**src/rtl/control_ajuste_reloj.sv**
```systemverilog
// control_ajuste_reloj: PS/2-driven edit-mode sequencer for clock field adjustment.
module control_ajuste_reloj #(
  parameter int N_FIELDS  = 3,
  parameter int TIMEOUT   = 50_000_000,
  parameter int BLINK_DIV = 12_500_000
) (
  input  logic       clk,
  input  logic       rst,
  input  logic [7:0] scancode,
  input  logic       got_data,
  output logic       edit_mode,
  output logic [1:0] field,
  output logic       inc,
  output logic       dec,
  output logic       run_en,
  output logic       blink
);
  localparam int TW = $clog2(TIMEOUT);
  localparam int BW = BLINK_DIV > 1 ? $clog2(BLINK_DIV) : 1;
  localparam logic [1:0]    F_LAST = 2'(N_FIELDS - 1);
  localparam logic [TW-1:0] T_LAST = TW'(TIMEOUT - 1);
  localparam logic [BW-1:0] B_LAST = BW'(BLINK_DIV - 1);
  typedef enum logic {RUN, EDIT} state_t;
  state_t        r_state, w_state;
  logic          r_brk, w_brk;
  logic [1:0]    r_field, w_field;
  logic          r_inc, w_inc, r_dec, w_dec, r_blink, w_blink;
  logic [TW-1:0] r_to, w_to;
  logic [BW-1:0] r_div, w_div;
  logic          w_make, w_key;
  assign w_make = got_data && scancode != 8'hE0 && scancode != 8'hF0 && !r_brk;
  assign w_key  = w_make && (scancode == 8'h74 || scancode == 8'h6B || scancode == 8'h75 ||
                             scancode == 8'h72 || scancode == 8'h5A || scancode == 8'h76);
  always_comb begin
    w_state = r_state;
    w_field = r_field;
    w_inc   = 1'b0;
    w_dec   = 1'b0;
    w_blink = r_blink;
    w_to    = r_to;
    w_div   = r_div;
    w_brk   = !got_data ? r_brk : scancode == 8'hF0 ? 1'b1 : scancode == 8'hE0 ? r_brk : 1'b0;
    if (r_state == RUN) begin
      if (w_make && scancode == 8'h5A) begin
        w_state = EDIT;
        w_field = 2'd0;
      end
    end else if (w_key) begin
      w_to    = '0;
      w_div   = '0;
      w_blink = 1'b1;
      w_inc   = scancode == 8'h75;
      w_dec   = scancode == 8'h72;
      w_field = scancode == 8'h74 ? (r_field == F_LAST ? 2'd0 : r_field + 2'd1) :
                scancode == 8'h6B ? (r_field == 2'd0 ? F_LAST : r_field - 2'd1) : r_field;
      w_state = (scancode == 8'h5A || scancode == 8'h76) ? RUN : EDIT;
    end else begin
      w_to    = r_to + 1'b1;
      w_div   = r_div == B_LAST ? '0 : r_div + 1'b1;
      w_blink = r_div == B_LAST ? ~r_blink : r_blink;
      w_state = r_to == T_LAST ? RUN : EDIT;
    end
    // Both RUN and fresh EDIT entry start with a visible field and cleared counters
    if (w_state == RUN || r_state == RUN) begin
      w_blink = 1'b1;
      w_div   = '0;
      w_to    = '0;
    end
  end
  always_ff @(posedge clk) begin
    if (rst) begin
      r_state <= RUN;
      r_brk   <= 1'b0;
      r_field <= 2'd0;
      r_inc   <= 1'b0;
      r_dec   <= 1'b0;
      r_blink <= 1'b1;
      r_to    <= '0;
      r_div   <= '0;
    end else begin
      r_state <= w_state;
      r_brk   <= w_brk;
      r_field <= w_field;
      r_inc   <= w_inc;
      r_dec   <= w_dec;
      r_blink <= w_blink;
      r_to    <= w_to;
      r_div   <= w_div;
    end
  end
  assign edit_mode = r_state == EDIT;
  assign run_en    = r_state != EDIT;
  assign field     = r_field;
  assign inc       = r_inc;
  assign dec       = r_dec;
  assign blink     = r_blink;
endmodule

```
**config.mk**
```make
export PLATFORM = sky130hd
export DESIGN_NAME = control_ajuste_reloj
export DESIGN_NICKNAME = d
export VERILOG_FILES = /design/src/rtl/control_ajuste_reloj.sv
export SDC_FILE = /design/constraint.sdc
export NUM_CORES = 1
export LEC_CHECK = 0
export CAP_MARGIN = 20
export CELL_PAD_IN_SITES_DETAIL_PLACEMENT = 1
export CELL_PAD_IN_SITES_GLOBAL_PLACEMENT = 1
export CORE_UTILIZATION = 42
export CTS_BUF_LIST = sky130_fd_sc_hd__clkbuf_2 sky130_fd_sc_hd__clkbuf_4 sky130_fd_sc_hd__clkbuf_8
export DETAILED_ROUTE_END_ITERATION = 7
export GPL_TIMING_DRIVEN = 0
export PLACE_DENSITY = 0.74
export SLEW_MARGIN = 15
export SYNTH_ARGS = -nofsm -noshare
export SYNTH_HDL_FRONTEND = slang
export SYNTH_SLANG_ARGS = --single-unit
export TNS_END_PERCENT = 30
```
**constraint.sdc**
```tcl
create_clock -name clk -period 1.85 [get_ports clk]
set_input_delay 0.2775 -clock clk [delete_from_list [all_inputs] [get_ports clk]]
set_output_delay 0.2775 -clock clk [all_outputs]
set_load 0.01 [all_outputs]
```
==> summary.md <==
| Metric | Value |
|---|---|
| Status | finished, violations left |
| Failing checks | design-rule violations, negative setup slack |
| Area of the multi-input gates | 0.00182 mm² |
| Hold Startpoint | scancode[0] |
| Worst-path clk slew | 0.06 ns |
| Final WL | 7860 µm |
| Worst R2R Setup Slack | -0.07 ns |
| Top_reg_cell synth | dfxtp_1 |
| Worst r2r src | r_div[10] |
| Main area contributors after synthesis | dfxtp_1 (40%), xnor2_1 (11%), nor2_1 (6.4%) |
| Critical path class | register to register |
| CP Launch Point | r_div[10] |
| First-pass GRT wire length | 11800 µm |
| Hold endpoint | inc |
| Peak supply drop | 0.000590 V |
| Nets | 385 |
| LEAKAGE | 0.00120 µW |
| Startpoint Class | register |
| Std cell rows | 29 |
| Initial DRC count | 92 |
| # diodes | 0 |
| IO buf count | 17 |
| Clk Latency, worst-skew pair | 0.34 ns |
| Vias | 2520 |
| Sequential area share after synthesis | 0.399 |
| Initial DRT Pass Iterations | 6 |
| IO Count | 18 |
| Final Core Density | 0.585 |
| Initial antenna violation count | 0 |
| Fin crit share | 1.04 |
| Final Hold Viols | 0 |
| Setup WS post-layout | -0.0659 ns |
| EDFF count, synth | 0 |
| Final non-filler cell area | 0.00378 mm² |
| Unrepaired setup endpoints after global routing | true |
| Total CTS buffers | 9 |
| Post-synth ARST share | 0 |
| Commonest non-fill, non-tap cell in the layout | nor2_1 |
| Final Wtd Congestion | 0.746 |
| Share of cells above drive strength 1 | 0.286 |
| Relative slew slack | 0.716 |
| Die area | 0.00714 mm² |
| Critical path arrival | 2.15 ns |
| Worst Hold Depth | 3 |
| Required @ worst endpoint | 2.08 ns |
| Core Footprint | 0.00646 mm² |
| Layout area overhead | 32.1% |
| Flops & latches, synth | 57 |
| Slew @ Worst Pin | 0.421 ns |
| Antenna Nets Post-Route | 0 |
| Peak Freq | 0.522 GHz |
| H-tree levels | 3 |
| Hold Crit Class | input port to register |
| Die X | 84.5 µm |
| Synth cell types | 44 |
| Initial Utilization | 0.443 |
| Largest net degree at the start of global routing | 11 |
| Most frequent cells in the layout | nor2_1 (49), dfxtp_1 (42), xnor2_1 (35), nand2_1 (20) |
| CTS tree | done |
| Cell Area, Synth | 0.00286 mm² |
| CTS max path bufs | 2 |
| Placement Cell Area | 0.00313 mm² |
| Clock sink total | 57 |
| Warnings from Yosys | 0 |
| # setup viols final | 10 |
| Synth area leader | dfxtp_1 |
| Detailed Place HPWL | 4650 µm |
| Tot GR Track Use | 0.213 |
| GRT Residual Overflow | 0 |
| Wire per inst | 17.4 µm |
| Crit path time final | 1.92 ns |
| Syn Inst Count | 327 |
| Crit-path max FO | 5 |
| R2R Path End | r_div[23] |
| Post-synth top area share | 0.399 |
| TNS Setup | -0.200 ns |
| DRC Markers | 2 |
| Mapped Avg Cell Area | 8.74 µm² |
| Root Buffer | clkbuf_8 |
| Max-cap violations | 0 |
| Vias in the first global route | 2574 |
| Die height | 84.5 µm |
| Final-report max-slew violation count | 0 |
| Fill count | 736 |
| Reg2reg path depth | 5 |
| Area occupied by registers | 0.00117 mm² |
| Power Density | 672 mW/mm² |
| Post-synth net total | 343 |
| Crit end category | register |
| Min Hold Slack | 0.244 ns |
| Clock Skew | 0.00926 ns |
| Vias per cell | 5.59 |
-- how the worst max path moves through the flow --
| stage | end | slack [ns] | cells past startpoint |
|---|---|---|---|
| floorplan | r_div[14] | 0.0005 | 7 |
| global placement | r_div[18] | -0.61 | 8 |
| detailed placement | r_to[13] | -0.64 | 8 |
| CTS | r_div[18] | -0.03 | 8 |
| global route | r_div[21] | -0.14 | 6 |
| finish | r_div[23] | -0.07 | 5 |
-- sequential cells by signal (all words and copies together), names as in the netlist --
signal and cells:
r_to 26, r_div 24, field 2, blink 1
dec 1, edit_mode 1, inc 1, r_brk 1
-- kinds of logic (layout without fill, tap and decap cells) --
logic type | Yosys count | count (layout) | share of synthesized area
adders and majority gates | 5 | 5 | 0.0219
buffers and inverters | 26 | 73 | 0.0438
DFF | 57 | 57 | 0.399
muxes | 1 | 1 | 0.00394
and+or+nand+nor | 176 | 176 | 0.345
xor gates and xnor gates | 47 | 47 | 0.144
AOI/OAI and AO/OA | 15 | 15 | 0.0424
-- per-layer routing --
| layer | vias up | part of all wire | wire [µm] | GRT usage |
|---|---|---|---|---|
| met5 | - | 0 | 0 | 0 |
| met4 | 0 | 0.022 | 174 | 0.0817 |
| met3 | 19 | 0.031 | 247 | 0.0639 |
| met2 | 47 | 0.51 | 4030 | 0.367 |
| met1 | 1233 | 0.43 | 3410 | 0.250 |
| li1 | 1221 | - | - | - |
-- repair_timing --
item / CTS / global route
hold buffers: 0 / 0
resized for setup: 38 / 60
gates cloned: 0 / 1
setup endpoints to repair: 55 / 53
pin swaps: 5 / 7
setup buffers: 10 / 5
-- metrics by stage --
stage	setup WS (ns)	std cells	total power (µW)
floorplan	0.000549	327	1280
finish	-0.0659	451	2540
CTS	-0.0277	445	2570
global route	-0.139	451	2630
detailed placement	-0.636	421	1310
global placement	-0.614	421	1310
-- worst max-delay path: stages, from the launching register on --
cell and delay, ns:
dfxtp_1 0.42, nand4_1 0.32, or2_2 0.48, nor4_4 0.32, xnor2_1 0.19, nor3_2 0.06
-- area by class of cell --
| class | count | area share |
|---|---|---|
| multi-input cells | 244 | 0.482 |
| flip-flops and latches | 57 | 0.310 |
| repair buffers | 33 | 0.0788 |
| clock buffers | 14 | 0.0477 |
| plain buffers | 9 | 0.0311 |
| well taps | 77 | 0.0255 |
| inverters | 15 | 0.0149 |
| clock inverters | 2 | 0.00927 |
-- synth_stat cells (3+ instances only) --
| cell | count |
|---|---|
| buf_6 | 3 |
| buf_2 | 4 |
| xor2_1 | 12 |
| nor3_1 | 26 |
| ha_1 | 5 |
| xnor2_1 | 35 |
| a21oi_1 | 3 |
| inv_1 | 14 |
| nor3b_1 | 3 |
| dfxtp_1 | 57 |
| nand3_1 | 18 |
| or2_2 | 3 |
| a211o_1 | 3 |
| or4_1 | 4 |
| nor4b_1 | 3 |
| nor2_1 | 49 |
| and4_1 | 4 |
| nand2b_1 | 7 |
| clkbuf_1 | 4 |
| nor4_2 | 3 |
| nand3b_1 | 3 |
| nand2_1 | 20 |
| nor4_1 | 9 |
| nand4_1 | 9 |
-- power by group --
group          leakage, µW  switching (µW)  internal, µW
clock             0.000114             497           761
sequential        0.000468           0.482          1220
combinational     0.000615            28.7          30.2
total              0.00120             526          2010
(Power assumes the default switching activity.)
